$ cat src/rtl/uart_tx_arbiter_if.sv
// Requester/TX-FIFO write-side bundle for uart_tx_arbiter.
// master = producers + FIFO side, slave = the arbiter.
interface uart_tx_arbiter_if #(
  parameter int NUM_REQ = 4
);
  logic [NUM_REQ-1:0]   req_valid;
  logic [8*NUM_REQ-1:0] req_data;
  logic [NUM_REQ-1:0]   req_last;
  logic [NUM_REQ-1:0]   req_ready;
  logic                 tx_full;
  logic                 write_uart;
  logic [7:0]           write_data;

  modport master (
    output req_valid, req_data, req_last, tx_full,
    input  req_ready, write_uart, write_data
  );

  modport slave (
    input  req_valid, req_data, req_last, tx_full,
    output req_ready, write_uart, write_data
  );
endinterface

$ cat src/rtl/uart_tx_arbiter.sv
// Message-locked round-robin arbiter for the UART TX FIFO write port.
// Optional idle-grant timeout release enabled by defining ARB_TIMEOUT_EN.
module uart_tx_arbiter #(
  parameter int NUM_REQ        = 4,
  parameter int MAX_BURST      = 16,
  parameter int TIMEOUT_CYCLES = 1000
) (
  input  logic               clk_100MHz,
  input  logic               reset,
  uart_tx_arbiter_if.slave   bus,
  output logic [NUM_REQ-1:0] grant,
  output logic               busy,
  output logic               timeout
);
  localparam int IW = (NUM_REQ > 1) ? $clog2(NUM_REQ) : 1;

  typedef enum logic {IDLE, LOCKED} state_t;

  state_t             state, state_n;
  logic [NUM_REQ-1:0] grant_n;
  logic               busy_n;
  logic [IW-1:0]      rr_ptr, rr_ptr_n;
  logic [7:0]         beat_cnt, beat_n;
  logic [IW-1:0]      g, win, cand;
  logic [IW:0]        sum;
  logic               found, accept, rel_msg;

`ifdef ARB_TIMEOUT_EN
  localparam int TW = $clog2(TIMEOUT_CYCLES + 1);
  logic [TW-1:0] idle_cnt, idle_n;
  logic          timeout_n;
`endif

  always_comb begin
    g = '0;
    for (int i = 0; i < NUM_REQ; i++)
      if (grant[i]) g = IW'(i);
  end

  assign accept  = busy & bus.req_valid[g] & ~bus.tx_full;
  assign rel_msg = accept &
    (bus.req_last[g] | (beat_cnt == 8'(MAX_BURST - 1)));

  assign bus.req_ready  = grant & {NUM_REQ{~bus.tx_full}};
  assign bus.write_uart = accept;
  assign bus.write_data = busy ? bus.req_data[{g, 3'b000} +: 8]
                               : 8'h00;

  always_comb begin
    state_n  = state;
    grant_n  = grant;
    busy_n   = busy;
    rr_ptr_n = rr_ptr;
    beat_n   = beat_cnt;
    found    = 1'b0;
    win      = '0;
    sum      = '0;
    cand     = '0;
`ifdef ARB_TIMEOUT_EN
    idle_n    = idle_cnt;
    timeout_n = 1'b0;
`endif
    unique case (state)
      IDLE: begin
        // search starts just after the last winner
        for (int k = 1; k <= NUM_REQ; k++) begin
          sum = {1'b0, rr_ptr} + (IW+1)'(k);
          if (sum >= (IW+1)'(NUM_REQ))
            sum = sum - (IW+1)'(NUM_REQ);
          cand = sum[IW-1:0];
          if (!found && bus.req_valid[cand]) begin
            found = 1'b1;
            win   = cand;
          end
        end
        if (found) begin
          grant_n      = '0;
          grant_n[win] = 1'b1;
          busy_n       = 1'b1;
          beat_n       = '0;
          state_n      = LOCKED;
        end
      end
      LOCKED: begin
        if (accept) begin
          beat_n = beat_cnt + 8'd1;
`ifdef ARB_TIMEOUT_EN
          idle_n = '0;
`endif
        end
`ifdef ARB_TIMEOUT_EN
        else if (!bus.req_valid[g] && !bus.tx_full) begin
          if (idle_cnt == TW'(TIMEOUT_CYCLES - 1))
            timeout_n = 1'b1;
          else
            idle_n = idle_cnt + TW'(1);
        end
        if (rel_msg || timeout_n) begin
          idle_n = '0;
`else
        if (rel_msg) begin
`endif
          grant_n  = '0;
          busy_n   = 1'b0;
          rr_ptr_n = g;
          beat_n   = '0;
          state_n  = IDLE;
        end
      end
      default: state_n = IDLE;
    endcase
  end

  always_ff @(posedge clk_100MHz or negedge reset) begin
    if (!reset) begin
      state    <= IDLE;
      grant    <= '0;
      busy     <= 1'b0;
      rr_ptr   <= IW'(NUM_REQ - 1);
      beat_cnt <= '0;
    end else begin
      state    <= state_n;
      grant    <= grant_n;
      busy     <= busy_n;
      rr_ptr   <= rr_ptr_n;
      beat_cnt <= beat_n;
    end
  end

`ifdef ARB_TIMEOUT_EN
  always_ff @(posedge clk_100MHz or negedge reset) begin
    if (!reset) begin
      idle_cnt <= '0;
      timeout  <= 1'b0;
    end else begin
      idle_cnt <= idle_n;
      timeout  <= timeout_n;
    end
  end
`else
  assign timeout = 1'b0;
`endif
endmodule

$ cat src/flat_wrapper.sv
// flat-port wrapper written by rule: the top's interface ports become plain ports
module uart_tx_arbiter_flat 
#(
  parameter int NUM_REQ        = 4,
  parameter int MAX_BURST      = 16,
  parameter int TIMEOUT_CYCLES = 1000
)
  (clk_100MHz, reset, grant, busy, timeout, bus_req_valid, bus_req_data, bus_req_last, bus_tx_full, bus_req_ready, bus_write_uart, bus_write_data);
  uart_tx_arbiter_if #(.NUM_REQ(NUM_REQ)) bus_i ();
  input  logic clk_100MHz;
  input  logic reset;
  output logic [NUM_REQ-1:0] grant;
  output logic busy;
  output logic timeout;
  input wire logic [$bits(bus_i.req_valid)-1:0] bus_req_valid;
  input wire logic [$bits(bus_i.req_data)-1:0] bus_req_data;
  input wire logic [$bits(bus_i.req_last)-1:0] bus_req_last;
  input wire logic [$bits(bus_i.tx_full)-1:0] bus_tx_full;
  output wire logic [$bits(bus_i.req_ready)-1:0] bus_req_ready;
  output wire logic [$bits(bus_i.write_uart)-1:0] bus_write_uart;
  output wire logic [$bits(bus_i.write_data)-1:0] bus_write_data;
  assign bus_i.req_valid = bus_req_valid;
  assign bus_i.req_data = bus_req_data;
  assign bus_i.req_last = bus_req_last;
  assign bus_i.tx_full = bus_tx_full;
  assign bus_req_ready = bus_i.req_ready;
  assign bus_write_uart = bus_i.write_uart;
  assign bus_write_data = bus_i.write_data;
  uart_tx_arbiter #(.NUM_REQ(NUM_REQ), .MAX_BURST(MAX_BURST), .TIMEOUT_CYCLES(TIMEOUT_CYCLES)) u_core (.clk_100MHz(clk_100MHz), .reset(reset), .bus(bus_i), .grant(grant), .busy(busy), .timeout(timeout));
endmodule
$ cat config.mk
export PLATFORM = sky130hd
export DESIGN_NAME = uart_tx_arbiter_flat
export DESIGN_NICKNAME = d
export VERILOG_FILES = /design/src/rtl/uart_tx_arbiter_if.sv /design/src/rtl/uart_tx_arbiter.sv /design/src/flat_wrapper.sv
export SDC_FILE = /design/constraint.sdc
export NUM_CORES = 1
export LEC_CHECK = 0
export ABC_CLOCK_PERIOD_IN_PS = 2400
export CAP_MARGIN = 10
export CORE_UTILIZATION = 41
export DETAILED_ROUTE_END_ITERATION = 10
export PLACE_DENSITY = 0.81
export SLEW_MARGIN = 10
export SYNTH_ARGS = -nofsm -noshare
export SYNTH_HDL_FRONTEND = slang
export SYNTH_SLANG_ARGS = --single-unit
$ cat constraint.sdc
create_clock -name clk_100MHz -period 2.4 [get_ports clk_100MHz]
set_input_delay 0.36 -clock clk_100MHz [delete_from_list [all_inputs] [get_ports clk_100MHz]]
set_output_delay 0.36 -clock clk_100MHz [all_outputs]
set_load 0.02 [all_outputs]
==> results of run 1 <==
==> cell type report <==
type	instances	area (um^2)	area share, %
inverter	14	52.6	2.56
sequential	16	404	19.7
multi-input combinational	127	785	38.2
tap	31	38.8	1.89
timing repair buffer	79	736	35.9
clock buffer	4	36.3	1.77
==> worst max path at each step <==
stage / from / end / slack, ps / cells past startpoint
2_1_floorplan: u_core.grant[1] / bus_write_data[0] / 410 / 5
3_3_place_gp: bus_req_valid[0] / bus_write_uart / -170 / 5
3_5_place_dp: bus_req_valid[0] / bus_write_uart / -120 / 5
4_1_cts: u_core.grant[2] / bus_write_data[5] / 6 / 6
5_1_grt: u_core.grant[1] / bus_write_data[2] / 50 / 6
6_report: bus_req_valid[0] / bus_write_uart / 160 / 6
==> sequential cells by signal, summed over array words and instances, names as in the netlist <==
name             count
u_core.grant         4
u_core.busy          1
u_core.state         1
u_core.beat_cnt      8
u_core.rr_ptr        2
==> routing by layer <==
metal | track usage (%) | part of all wire [%]
met1 | 31.5 | 42
met2 | 41.4 | 46
met3 | 4.02 | 11
met4 | 10.2 | 1.9
met5 | 0 | 0
==> kinds of logic (layout without fill, tap and decap cells) <==
| family | count (synthesis) | in the layout |
|---|---|---|
| flip-flops | 16 | 16 |
| multiplexers | 13 | 13 |
| AND/OR/NAND/NOR | 65 | 65 |
| buffers and inverters | 22 | 97 |
| adder cells (fa/ha/maj) | 1 | 1 |
| AO/OA/AOI/OAI | 46 | 46 |
| XOR/XNOR | 1 | 1 |
| other | 1 | 1 |
==> timing repair <==
item / CTS / global route
setup buffers: 1 / 0
gates resized for setup: 9 / 2
endpoints found under the setup margin: 8 / 2
pin swaps: 1 / 0
==> cell usage after synthesis, drive strengths merged, types with 2 or more instances <==
cell type   n  area share (%)
nand2      34              10
dfrtp      14              28
inv        14             4.1
o21ai      14             5.5
mux2i      12             9.4
a21oi      10             3.9
nor2        8             2.4
nor2b       6             2.9
buf         4             1.6
clkbuf      4             1.2
nand3       4             2.0
nand4       4             2.0
o32ai       4             2.8
nor4        3             1.5
o221ai      3             2.1
dfstp       2             4.1
o21a        2             1.2
o22ai       2            0.98
==> layout by cell type, fill, tap and decap left out, types with 3 or more instances in the layout <==
| cell | netlist | final |
|---|---|---|
| o32ai_1 | 4 | 4 |
| nand2_1 | 34 | 34 |
| nor2_1 | 8 | 8 |
| o21ai_1 | 3 | 3 |
| clkbuf_4 | 0 | 3 |
| nor2b_1 | 6 | 6 |
| clkdlybuf4s50_1 | 0 | 51 |
| nand3_1 | 3 | 3 |
| buf_4 | 1 | 19 |
| mux2i_1 | 12 | 12 |
| dfrtp_1 | 14 | 13 |
| nor4_1 | 3 | 3 |
| inv_1 | 12 | 12 |
| nand4_1 | 4 | 4 |
| o21ai_0 | 11 | 11 |
| o221ai_1 | 3 | 3 |
| dlygate4sd2_1 | 0 | 8 |
| a21oi_1 | 10 | 10 |
==> critical path: cells and delay by family <==
kind                   cells  cell delay, ps
and+or+nand+nor            2             250
buffers and inverters      3             900
AOI/OAI and AO/OA          1             370
==> stage by stage <==
stage	worst slack, ps	total power, mW	hold WS [ps]	area, um^2
after global placement	-172	1.97	492	2010
after global routing	53.3	2.28	539	2050
after CTS	5.82	2.15	500	2050
after detailed placement	-121	2.02	517	2010
after floorplan	412	1.33	64.4	1270
final	159	2.15	482	2050
==> where the power goes <==
group          switching [mW]  internal [mW]
Sequential             0.0936          0.359
Combinational           0.834          0.682
Clock                  0.0899         0.0927
==> flow_summary.json, run 1 <==
{
  "setup_tns_ps": 0,
  "synth-simple-area-share_pct": 24.3,
  "synth_compound_area_share_pct": 25.0,
  "hold_viol": 0,
  "globalplace.congestion": 0.874,
  "ys_types": 44,
  "syn-num-nets": 209,
  "insertion_delay_ps": 300,
  "nNetsFinal": 285,
  "synthCells": 165,
  "io_buffers": 60,
  "setup_violations": 0,
  "cp-end-kind": "output pin",
  "synth_edf_count": 0,
  "yosysWarnings": 0,
  "maxCapViolCount": 0,
  "clkSinkCount": 16,
  "cts_htree_levels": 1,
  "crit_type": "input pin to output pin",
  "synth_xor_area_share_pct": 0.688,
  "ctsHoldBuffers": 0,
  "seq_area_frac_synth_pct": 31.6,
  "cts.clk_slew.worst_paths_ps": 90,
  "dp_hpwl_mm": 3.24,
  "cp.arrival_ps": 1880,
  "cts-root-buf": "clkbuf_4",
  "cts_tree": "done",
  "tightest_slew_ps": 718,
  "reg2reg_to": "u_core.beat_cnt[7]",
  "hold_path_class": "input pin to async pin",
  "crit_path_top_delay_cell": "clkdlybuf4s50_1",
  "r2r_start": "u_core.grant[1]",
  "skew_ps": 3.42,
  "synth_seq_cells": 16,
  "grtUsageTotal_pct": 24.6,
  "crit_path_start_kind": "input pin",
  "synthMuxAreaShare_pct": 10.3,
  "stdcell_count": 271,
  "ios": 62,
  "fin_crit_sh_pct": 93.4,
  "rr_worst_depth": 6,
  "crit_required_ps": 2040,
  "cp_max_fo": 2,
  "yosys_most_used_dff": "dfrtp_1",
  "grt_max_degree": 18,
  "drtIter0Drc": 104,
  "drcViolationCount": 10,
  "antenna_left": 0,
  "die_area_um2": 3330,
  "synthAdderAreaFrac_pct": 0.982,
  "die_w_um": 57.7,
  "status": "complete, but fails checks",
  "synth_top_family_by_area": "compound AO/OA/AOI/OAI gates",
  "drive_gt1_share_pct": 13.8,
  "crit_chain": "clkdlybuf4s50_1, nor2b_1, a2111oi_1, nor4_1, buf_4, dlygate4sd2_1",
  "synth-async-reset-ratio_pct": 100,
  "core_um2": 2850,
  "fin_crit_ps": 2240,
  "max_slew_margin_pct": 52.0,
  "grt_pass1_vias": 1420,
  "cts_buffers": 3,
  "synth_area_um2": 1270,
  "p_leak_nw": 0.862,
  "start_util_pct": 44.6,
  "die_h_um": 57.7,
  "cts_buffer_depth": 2,
  "fillers": 231,
  "violations": "DRC",
  "drv_slew": 0,
  "power_density_nw_per_um2": 1050,
  "rsz0062_at_grt": "no",
  "r2r_slack_ps": 320,
  "peakVddDrop_mv": 0.857,
  "grt_pass1_wl_mm": 6.37,
  "drt-pass1-iter-count": 7,
  "syn2layout_area_growth_pct": 61.1,
  "via_per_inst": 5.64,
  "fmax_mhz": 446,
  "n_antenna_cell": 0,
  "critPathMaxStageDelay_ps": 430,
  "wirelength_mm": 4.14,
  "fin_util_pct": 71.9,
  "place_inst": 266,
  "vias": 1529,
  "avgRoutedWirePerCell_um": 15.3,
  "synth_area_per_cell_um2": 7.72,
  "antenna_found_initial": 0,
  "fp-row-count": 19,
  "overflow": 0
}
Note: power is estimated with default switching activity, not from simulation.
==> inputs of run 2 (changes only) <==
Settings changed: SKIP_LAST_GASP set to 1.
==> flow_summary.json, run 2 (synthesis gave the netlist of run 1 again) <==
{
  "status": "complete, but fails checks",
  "violations": "DRC",
  "fmax_mhz": 461,
  "regMostFlops": "u_core.beat_cnt",
  "hold_path_class": "input pin to async pin",
  "postPlaceCellArea_um2": 2010,
  "fin_util_pct": 72.1,
  "setup_violations": 0,
  "place_inst": 266,
  "maxCapViolCount": 0,
  "drtIter0Drc": 131,
  "die_area_um2": 3330,
  "io_buffers": 60,
  "grt_pass1_wl_mm": 6.38,
  "start_util_pct": 44.6,
  "tightest_slew_ps": 714,
  "fin_crit_sh_pct": 90.5,
  "antenna_found_initial": 0,
  "final_common_cell": "clkdlybuf4s50_1",
  "crit_path_start_kind": "register",
  "cts_buffer_depth": 2,
  "n_antenna_cell": 0,
  "reg2reg_to": "u_core.beat_cnt[7]",
  "ctsHoldBuffers": 0,
  "top_regs": "u_core.beat_cnt x8, u_core.grant x4, u_core.rr_ptr x2",
  "grt_pass1_vias": 1424,
  "via_per_inst": 5.59,
  "r2r_start": "u_core.grant[1]",
  "stdcell_count": 271,
  "vias": 1514,
  "drcViolationCount": 10,
  "cts_tree": "done",
  "largest_reg_flops": 8,
  "antenna_left": 0,
  "fp-row-count": 19,
  "grt_max_degree": 18,
  "skew_ps": 5.48,
  "p_leak_nw": 0.874,
  "cts-root-buf": "clkbuf_4",
  "die_w_um": 57.7,
  "syn2layout_area_growth_pct": 61.4,
  "globalplace.congestion": 0.874,
  "insertion_delay_ps": 300,
  "hold_viol": 0,
  "dp_hpwl_mm": 3.24,
  "clkSinkCount": 16,
  "fin_crit_ps": 2170,
  "cts_buffers": 3,
  "power_density_nw_per_um2": 1050,
  "cts_htree_levels": 1,
  "drv_slew": 0,
  "p_total_mw": 2.16,
  "drive_gt1_share_pct": 13.8,
  "max_slew_margin_pct": 52.3,
  "grtUsageTotal_pct": 24.6,
  "die_h_um": 57.7,
  "dp_slack_ps": -121,
  "crit_required_ps": 2040,
  "fin_ws_ps": 229,
  "final_cell_mix": "clkdlybuf4s50_1, nand2_1, buf_4",
  "cp.arrival_ps": 1810,
  "core_um2": 2850,
  "postLayoutCellArea_um2": 2060,
  "peakVddDrop_mv": 0.851,
  "rr_worst_depth": 6,
  "nNetsFinal": 285,
  "avgRoutedWirePerCell_um": 15.3,
  "rsz0062_at_grt": "no",
  "drt-pass1-iter-count": 7,
  "crit_type": "register to output pin",
  "ios": 62,
  "wirelength_mm": 4.15,
  "cp_max_fo": 7,
  "overflow": 0,
  "r2r_slack_ps": 300,
  "cp-end-kind": "output pin",
  "cts.clk_slew.worst_paths_ps": 100
}
[run 2: changes by cell type in the layout (fill, tap and decap cells not counted), sizes merged]
cell,previous run,this run
dlygate4sd2,8,7
dlymetal6s2s,1,2
[run 2: cell type report]
cell class / count / area (um^2)
Tap cell: 31 / 38.8
Timing Repair Buffer: 79 / 739
Sequential cell: 16 / 404
Fill cell: 231 / 797
Inverter: 14 / 52.6
Clock buffer: 4 / 36.3
Multi-Input combinational cell: 127 / 785
[run 2: metrics by stage]
step	setup TNS [ps]	hold WS, ps
floorplan	0	64.4
global placement	-172	492
global route	0	539
detailed placement	-121	517
CTS	-65.6	500
finish	0	480
[run 2: what timing repair did]
item / in CTS / in global routing
setup endpoints to repair: 8 / 3
pin swaps: 1 / 0
gates resized for setup: 7 / 4
buffers inserted: 1 / 0
[run 2: how the worst max path moves through the flow]
| stage | slack (ps) | from | to |
|---|---|---|---|
| 2_1_floorplan | 410 | u_core.grant[1] | bus_write_data[0] |
| 3_3_place_gp | -170 | bus_req_valid[0] | bus_write_uart |
| 3_5_place_dp | -120 | bus_req_valid[0] | bus_write_uart |
| 4_1_cts | -70 | bus_req_valid[0] | bus_write_uart |
| 5_1_grt | 50 | u_core.grant[1] | bus_write_data[2] |
| 6_report | 230 | u_core.grant[1] | bus_write_data[4] |
[run 2: layer usage]
metal | share of wire, % | vias to the layer above | track usage, %
met4 | 1.8 | 0 | 10.2
met3 | 9.7 | 9 | 4.24
met5 | 0 | - | 0
met2 | 45 | 71 | 41.4
met1 | 43 | 696 | 31.5
li1 | - | 738 | -
[run 2: critical path, cell delays in order (launching register included)]
cell           delay, ps
dfrtp_2              480
buf_4                190
mux2i_1              120
o21ai_0              160
nand2_1               80
a21oi_1              140
dlygate4sd2_1        340
[run 2: where the power goes]
part           leakage [nW]  total (mW)  internal (mW)  switching [mW]
logic                 0.649        1.52          0.686           0.836
clock network        0.0210       0.183         0.0926          0.0900
registers             0.203       0.454          0.359          0.0948
total                 0.874        2.16           1.14            1.02
